### config.mk
export PLATFORM = sky130hd
export DESIGN_NAME = dlx_hazard_scoreboard
export DESIGN_NICKNAME = d
export VERILOG_FILES = /design/src/rtl/dlx_pipe_pkg.sv /design/src/rtl/dlx_fwd_match.sv /design/src/rtl/dlx_hazard_scoreboard.sv
export SDC_FILE = /design/constraint.sdc
export NUM_CORES = 1
export LEC_CHECK = 0
export CORE_MARGIN = 8
export CORE_UTILIZATION = 53
export DETAILED_ROUTE_END_ITERATION = 12
export GPL_TIMING_DRIVEN = 1
export PLACE_DENSITY = 0.85
export SLEW_MARGIN = 20
export SYNTH_ARGS = -nofsm -noshare
export SYNTH_HDL_FRONTEND = slang
export SYNTH_SLANG_ARGS = --single-unit
### constraint.sdc
create_clock -name clk -period 3.4 [get_ports clk]
set_input_delay 1.02 -clock clk [delete_from_list [all_inputs] [get_ports clk]]
set_output_delay 1.02 -clock clk [all_outputs]
set_load 0.1 [all_outputs]
### src/rtl/dlx_pipe_pkg.sv
// Shared types and helpers for the DLX hazard/forwarding scoreboard.
// Entries carry rd at a fixed width so the struct stays parameter-independent.
package dlx_pipe_pkg;

    localparam int unsigned FWD_RF  = 0;
    localparam int unsigned SB_RD_W = 8;

    typedef struct packed {
        logic               valid;
        logic               regwrite;
        logic [SB_RD_W-1:0] rd;
        logic               is_load;
    } sb_entry_t;

    function automatic int unsigned fwd_width(input int unsigned depth);
        return $clog2(depth + 1);
    endfunction

endpackage

### src/rtl/dlx_fwd_match.sv
// Youngest-match search of one source register against all tracked stages,
// plus a readiness flag for load results that are not yet forwardable.
module dlx_fwd_match
    import dlx_pipe_pkg::*;
#(
    parameter int unsigned REG_AW   = 5,
    parameter int unsigned DEPTH    = 3,
    parameter int unsigned LOAD_LAT = 2,
    parameter int unsigned FWD_W    = fwd_width(DEPTH)
) (
    input  sb_entry_t [DEPTH:1] entries,
    input  logic [REG_AW-1:0]   src_sel,
    input  logic                src_used,
    output logic [FWD_W-1:0]    match_stage,
    output logic                match_ready
);

    logic [SB_RD_W-1:0] src_ext;

    assign src_ext = SB_RD_W'(src_sel);

    // Scan oldest to youngest so the youngest hit is the last one written.
    always_comb begin
        match_stage = FWD_W'(FWD_RF);
        match_ready = 1'b1;
        for (int unsigned k = DEPTH; k >= 1; k--) begin
            if (entries[k].valid && entries[k].regwrite && src_used &&
                (entries[k].rd == src_ext) && (entries[k].rd != '0)) begin
                match_stage = FWD_W'(k);
                match_ready = ~entries[k].is_load || (k >= LOAD_LAT);
            end
        end
    end

endmodule

### src/rtl/dlx_hazard_scoreboard.sv
// DLX hazard controller: tracks in-flight destinations EX..WB, produces ID/EX
// forwarding selects, the load-use stall and a saturating stall counter.
module dlx_hazard_scoreboard
    import dlx_pipe_pkg::*;
#(
    parameter int unsigned REG_AW   = 5,
    parameter int unsigned DEPTH    = 3,
    parameter int unsigned LOAD_LAT = 2,
    parameter int unsigned STALL_CW = 16,
    localparam int unsigned FWD_W   = fwd_width(DEPTH)
) (
    input  logic                clk,
    input  logic                rst_n,
    input  logic                id_valid,
    input  logic [REG_AW-1:0]   id_rs1_sel,
    input  logic [REG_AW-1:0]   id_rs2_sel,
    input  logic                id_rs1_used,
    input  logic                id_rs2_used,
    input  logic                id_regwrite,
    input  logic [REG_AW-1:0]   id_rd,
    input  logic                id_is_load,
    input  logic                flush,
    output logic                stall,
    output logic [FWD_W-1:0]    id_fwd_rs1,
    output logic [FWD_W-1:0]    id_fwd_rs2,
    output logic [FWD_W-1:0]    ex_fwd_rs1,
    output logic [FWD_W-1:0]    ex_fwd_rs2,
    output logic [DEPTH-1:0]    stage_valid,
    output logic [STALL_CW-1:0] stall_count
);

    sb_entry_t [DEPTH:1] sb_q, sb_d;
    logic [FWD_W-1:0]    ex_fwd_rs1_q, ex_fwd_rs1_d;
    logic [FWD_W-1:0]    ex_fwd_rs2_q, ex_fwd_rs2_d;
    logic [STALL_CW-1:0] stall_count_q, stall_count_d;
    logic                rs1_ready, rs2_ready;
    logic                enter_ex;

    dlx_fwd_match #(
        .REG_AW  (REG_AW),
        .DEPTH   (DEPTH),
        .LOAD_LAT(LOAD_LAT),
        .FWD_W   (FWD_W)
    ) u_match_rs1 (
        .entries    (sb_q),
        .src_sel    (id_rs1_sel),
        .src_used   (id_rs1_used),
        .match_stage(id_fwd_rs1),
        .match_ready(rs1_ready)
    );

    dlx_fwd_match #(
        .REG_AW  (REG_AW),
        .DEPTH   (DEPTH),
        .LOAD_LAT(LOAD_LAT),
        .FWD_W   (FWD_W)
    ) u_match_rs2 (
        .entries    (sb_q),
        .src_sel    (id_rs2_sel),
        .src_used   (id_rs2_used),
        .match_stage(id_fwd_rs2),
        .match_ready(rs2_ready)
    );

    assign stall    = id_valid & ~flush & (~rs1_ready | ~rs2_ready);
    assign enter_ex = id_valid & ~flush & ~stall;

    // A producer one stage past DEPTH has already written the register file.
    function automatic logic [FWD_W-1:0] ex_sel(input logic [FWD_W-1:0] id_sel);
        if ((id_sel == FWD_W'(FWD_RF)) || (id_sel == FWD_W'(DEPTH)))
            return FWD_W'(FWD_RF);
        return id_sel + FWD_W'(1);
    endfunction

    always_comb begin
        sb_d = '0;
        if (enter_ex) begin
            sb_d[1].valid    = 1'b1;
            sb_d[1].regwrite = id_regwrite;
            sb_d[1].rd       = SB_RD_W'(id_rd);
            sb_d[1].is_load  = id_is_load;
        end
        for (int unsigned k = 2; k <= DEPTH; k++) begin
            sb_d[k] = sb_q[k-1];
        end
    end

    always_comb begin
        ex_fwd_rs1_d = '0;
        ex_fwd_rs2_d = '0;
        if (enter_ex) begin
            ex_fwd_rs1_d = ex_sel(id_fwd_rs1);
            ex_fwd_rs2_d = ex_sel(id_fwd_rs2);
        end
    end

    always_comb begin
        stall_count_d = stall_count_q;
        if (stall && (stall_count_q != '1))
            stall_count_d = stall_count_q + STALL_CW'(1);
    end

    always_ff @(posedge clk or negedge rst_n) begin
        if (!rst_n) begin
            sb_q          <= '0;
            ex_fwd_rs1_q  <= '0;
            ex_fwd_rs2_q  <= '0;
            stall_count_q <= '0;
        end else begin
            sb_q          <= sb_d;
            ex_fwd_rs1_q  <= ex_fwd_rs1_d;
            ex_fwd_rs2_q  <= ex_fwd_rs2_d;
            stall_count_q <= stall_count_d;
        end
    end

    always_comb begin
        stage_valid = '0;
        for (int unsigned k = 1; k <= DEPTH; k++) begin
            stage_valid[k-1] = sb_q[k].valid;
        end
    end

    assign ex_fwd_rs1  = ex_fwd_rs1_q;
    assign ex_fwd_rs2  = ex_fwd_rs2_q;
    assign stall_count = stall_count_q;

endmodule
==> run metrics <==
post-placement cell count 300; synthesized cell area 2125 µm²; post-layout net count 288; WP data required 2380 ps; Final HPWL DP 3.767 mm; CTS Buffer Depth 2; Post-synth top flop dfrtp_1; final hold viol count 0; DRC viols 0; critical path type input pin to output pin; largest cells by area after synthesis dfrtp_1 49%, xor2_1 9.5%, xnor2_1 7.8%; cell taking the most area after synthesis dfrtp_1; area grow syn2layout 41.40%; Setup TNS Final 0 ps; total number of H-tree levels 2; critical path launch point type input pin; Cells after Synth 186; Crit Path Max Fanout 3; Core Box Area 3943 µm²; final worst-path cycle share 0.9951; Internal Pwr Total 0.0007109 W; Starting Density 0.5389; synthesized flop and latch total 42; first-pass GRT wire length 8.618 mm; Via density 5.355; Worst R2R End ex_fwd_rs2[1]$_DFF_PN0_; cts bufs inserted 5; Net Count, Synth 212; pin count of the biggest net entering global routing 43; Pre-Repair DR Iteration Count 4; port bufs 50; worst hold path type flop to flop; Tot GR Track Use 0.1727; clock network power share 0.330; sequential area share after synthesis 0.4947; # clock sinks 42; Max VDD drop 0.1931 mV; Async S/R FF share, synth 1.000; crit path DAT 2360 ps; actual transition at the worst max-transition pin 904.2 ps; Hold Crit Depth 0; top cell type's share of synthesized area 0.4947; initial drt markers 75; Std-Cell Rows 23; reg-to-reg slack, setup 1070 ps; Comb pwr share 0.121; RR Startpoint sb_d[25]$_DFF_PN0_; Fmax 0.2956 GHz; final wirelength 5.206 mm; Vias 1676; Worst Setup End Kind output pin; Seq pwr share 0.549; P_leak 1.482 nW; number of routed nets with antenna violations 0; RePlAce Congestion 0.8974; Skew-Pair Late Insertion Delay 290 ps; vias in the first global route 1742; PwrDens 316.8 nW/µm²; reg2reg path depth 8; switching power 0.0002408 W; Reg clk slew, reported paths 80 ps; Sw Share 0.2531; Antenna diodes 0; die height 79.32 µm; slew margin rel. 0.3972; Pins Over Slew Limit 0; CTS tree yes; Root Driver clkbuf_8; Setup Viol. Count Final 0; clk_skew 8.227 ps; Non-Filler Instances 313; post-synth cell types 37; synth warn 0; die area 6291 µm²; share of layout cells above drive strength 1 0.3840; initial antenna violation count 0; status completed; total congestion overflow 0; unrepaired setup endpoints after global routing yes; min-delay src sb_d[31]$_DFF_PN0_; overall die width 79.32 µm; Avg WL per Cell 16.63 µm; Ports 51; syn avg cell area 11.42 µm²; Max-Cap Viols 0; CTS Hold Bufs 0; fin crit period 3383 ps; WHS Endpoint sb_q[31]$_DFF_PN0_; number of flops mapped to enable cells by yosys 0
==> cell usage in the layout (no fill, tap or decap), types with 4 or more instances in the layout <==
master	count
nand3_1	4
nor2_1	8
xor2_1	22
dfrtp_1	42
and3_4	4
clkdlybuf4s50_1	10
nand2_1	9
nor3_1	9
buf_12	5
and3_1	9
buf_6	5
clkbuf_8	5
buf_4	42
xnor2_1	16
nand4_1	8
buf_2	6
==> synth_stat cells, types with 2 or more instances <==
cell type,instances
inv_1,4
o211ai_2,2
nand2_1,9
ha_1,3
xor2_1,23
and2_2,2
or4_1,3
or3_1,2
nor2b_1,3
buf_4,3
a21oi_1,3
nor4_1,3
dfrtp_1,42
xnor2_1,19
nand3_1,6
o211ai_1,2
and3_1,10
and3_4,2
nand4_1,8
nor3_1,9
mux2_1,3
nor2_1,10
==> power by group through the flow <==
stage | logic (W) | clock network [W] | registers [W]
after CTS | 0.000110 | 0.000318 | 0.000523
after global placement | 0.000107 | 0 | 0.000532
after global routing | 0.000124 | 0.000348 | 0.000524
final | 0.000115 | 0.000314 | 0.000523
after floorplan | 0.0000525 | 0 | 0.000529
after detailed placement | 0.000109 | 0 | 0.000532
==> sequential cells by signal (all words and copies together), names as in the netlist <==
register and cells:
stall_count 16, sb_d 13, sb_q 6, stage_valid 3
ex_fwd_rs1 2, ex_fwd_rs2 2
==> area by class of cell <==
cell class,count,area (µm²)
tap,50,62.56
inverter,4,22.52
clock inverter,2,13.76
multi-input combinational,136,1141
fill,250,938.4
clock buffer,6,72.57
timing repair buffer,73,640.6
sequential,42,1051
==> metrics by stage <==
stage	area, µm²	total power [W]	hold WS (ps)	util	setup WS, ps
final	3004	0.0009517	414.6	0.7620	16.63
after CTS	2972	0.0009513	407.9	0.7537	4.073
after global routing	3004	0.0009953	430.6	0.7620	-26.28
after global placement	2806	0.0006390	386.7	0.7118	-399.0
after floorplan	2147	0.0005810	353.9	-	-86.14
after detailed placement	2806	0.0006415	386.9	0.7118	-479.6
==> worst max-delay path: stages <==
cell,delay [ps]
buf_8,100
xor2_1,130
nor4_1,280
nand4b_1,270
a21oi_4,260
clkinvlp_4,130
buf_12,170
==> worst max path at each step <==
| stage | start | endpoint | slack, ps | cells past startpoint |
|---|---|---|---|---|
| after global placement | id_rs1_sel[2] | id_fwd_rs1[0] | -400 | 8 |
| after detailed placement | id_rs1_sel[2] | id_fwd_rs1[0] | -480 | 8 |
| after floorplan | id_rs1_sel[0] | id_fwd_rs1[1] | -90 | 5 |
| after global routing | id_rs2_sel[0] | id_fwd_rs2[0] | -30 | 7 |
| after CTS | id_rs1_sel[4] | id_fwd_rs1[1] | 4 | 8 |
| final | id_rs2_sel[0] | id_fwd_rs2[0] | 20 | 7 |
==> repair_timing <==
action                                 4_1_cts  5_1_grt
pin swaps                                   17       16
gates resized for setup                     52       14
setup endpoints to repair                    5        5
setup buffers                                1        4
endpoints found under the hold margin        0        0
==> logic make-up (layout without fill, tap and decap cells) <==
group           count (synthesis)  count (layout)  synth area share
flops                          42              42            0.4947
compound gates                 10              10           0.05359
fa+ha+maj                       3               3           0.01767
mux                             4               4           0.02061
buf+inv                         8              85           0.01943
xor+xnor                       42              42            0.1731
simple gates                   77              77            0.2209
==> per-layer routing <==
layer  part of all wire  wire length, µm  global-route usage
met2               0.48             2496              0.2646
met4              0.021              108             0.08704
met1               0.44             2308              0.2198
met3              0.056              293             0.04515
met5                  0                0                   0
(Power assumes the default switching activity.)
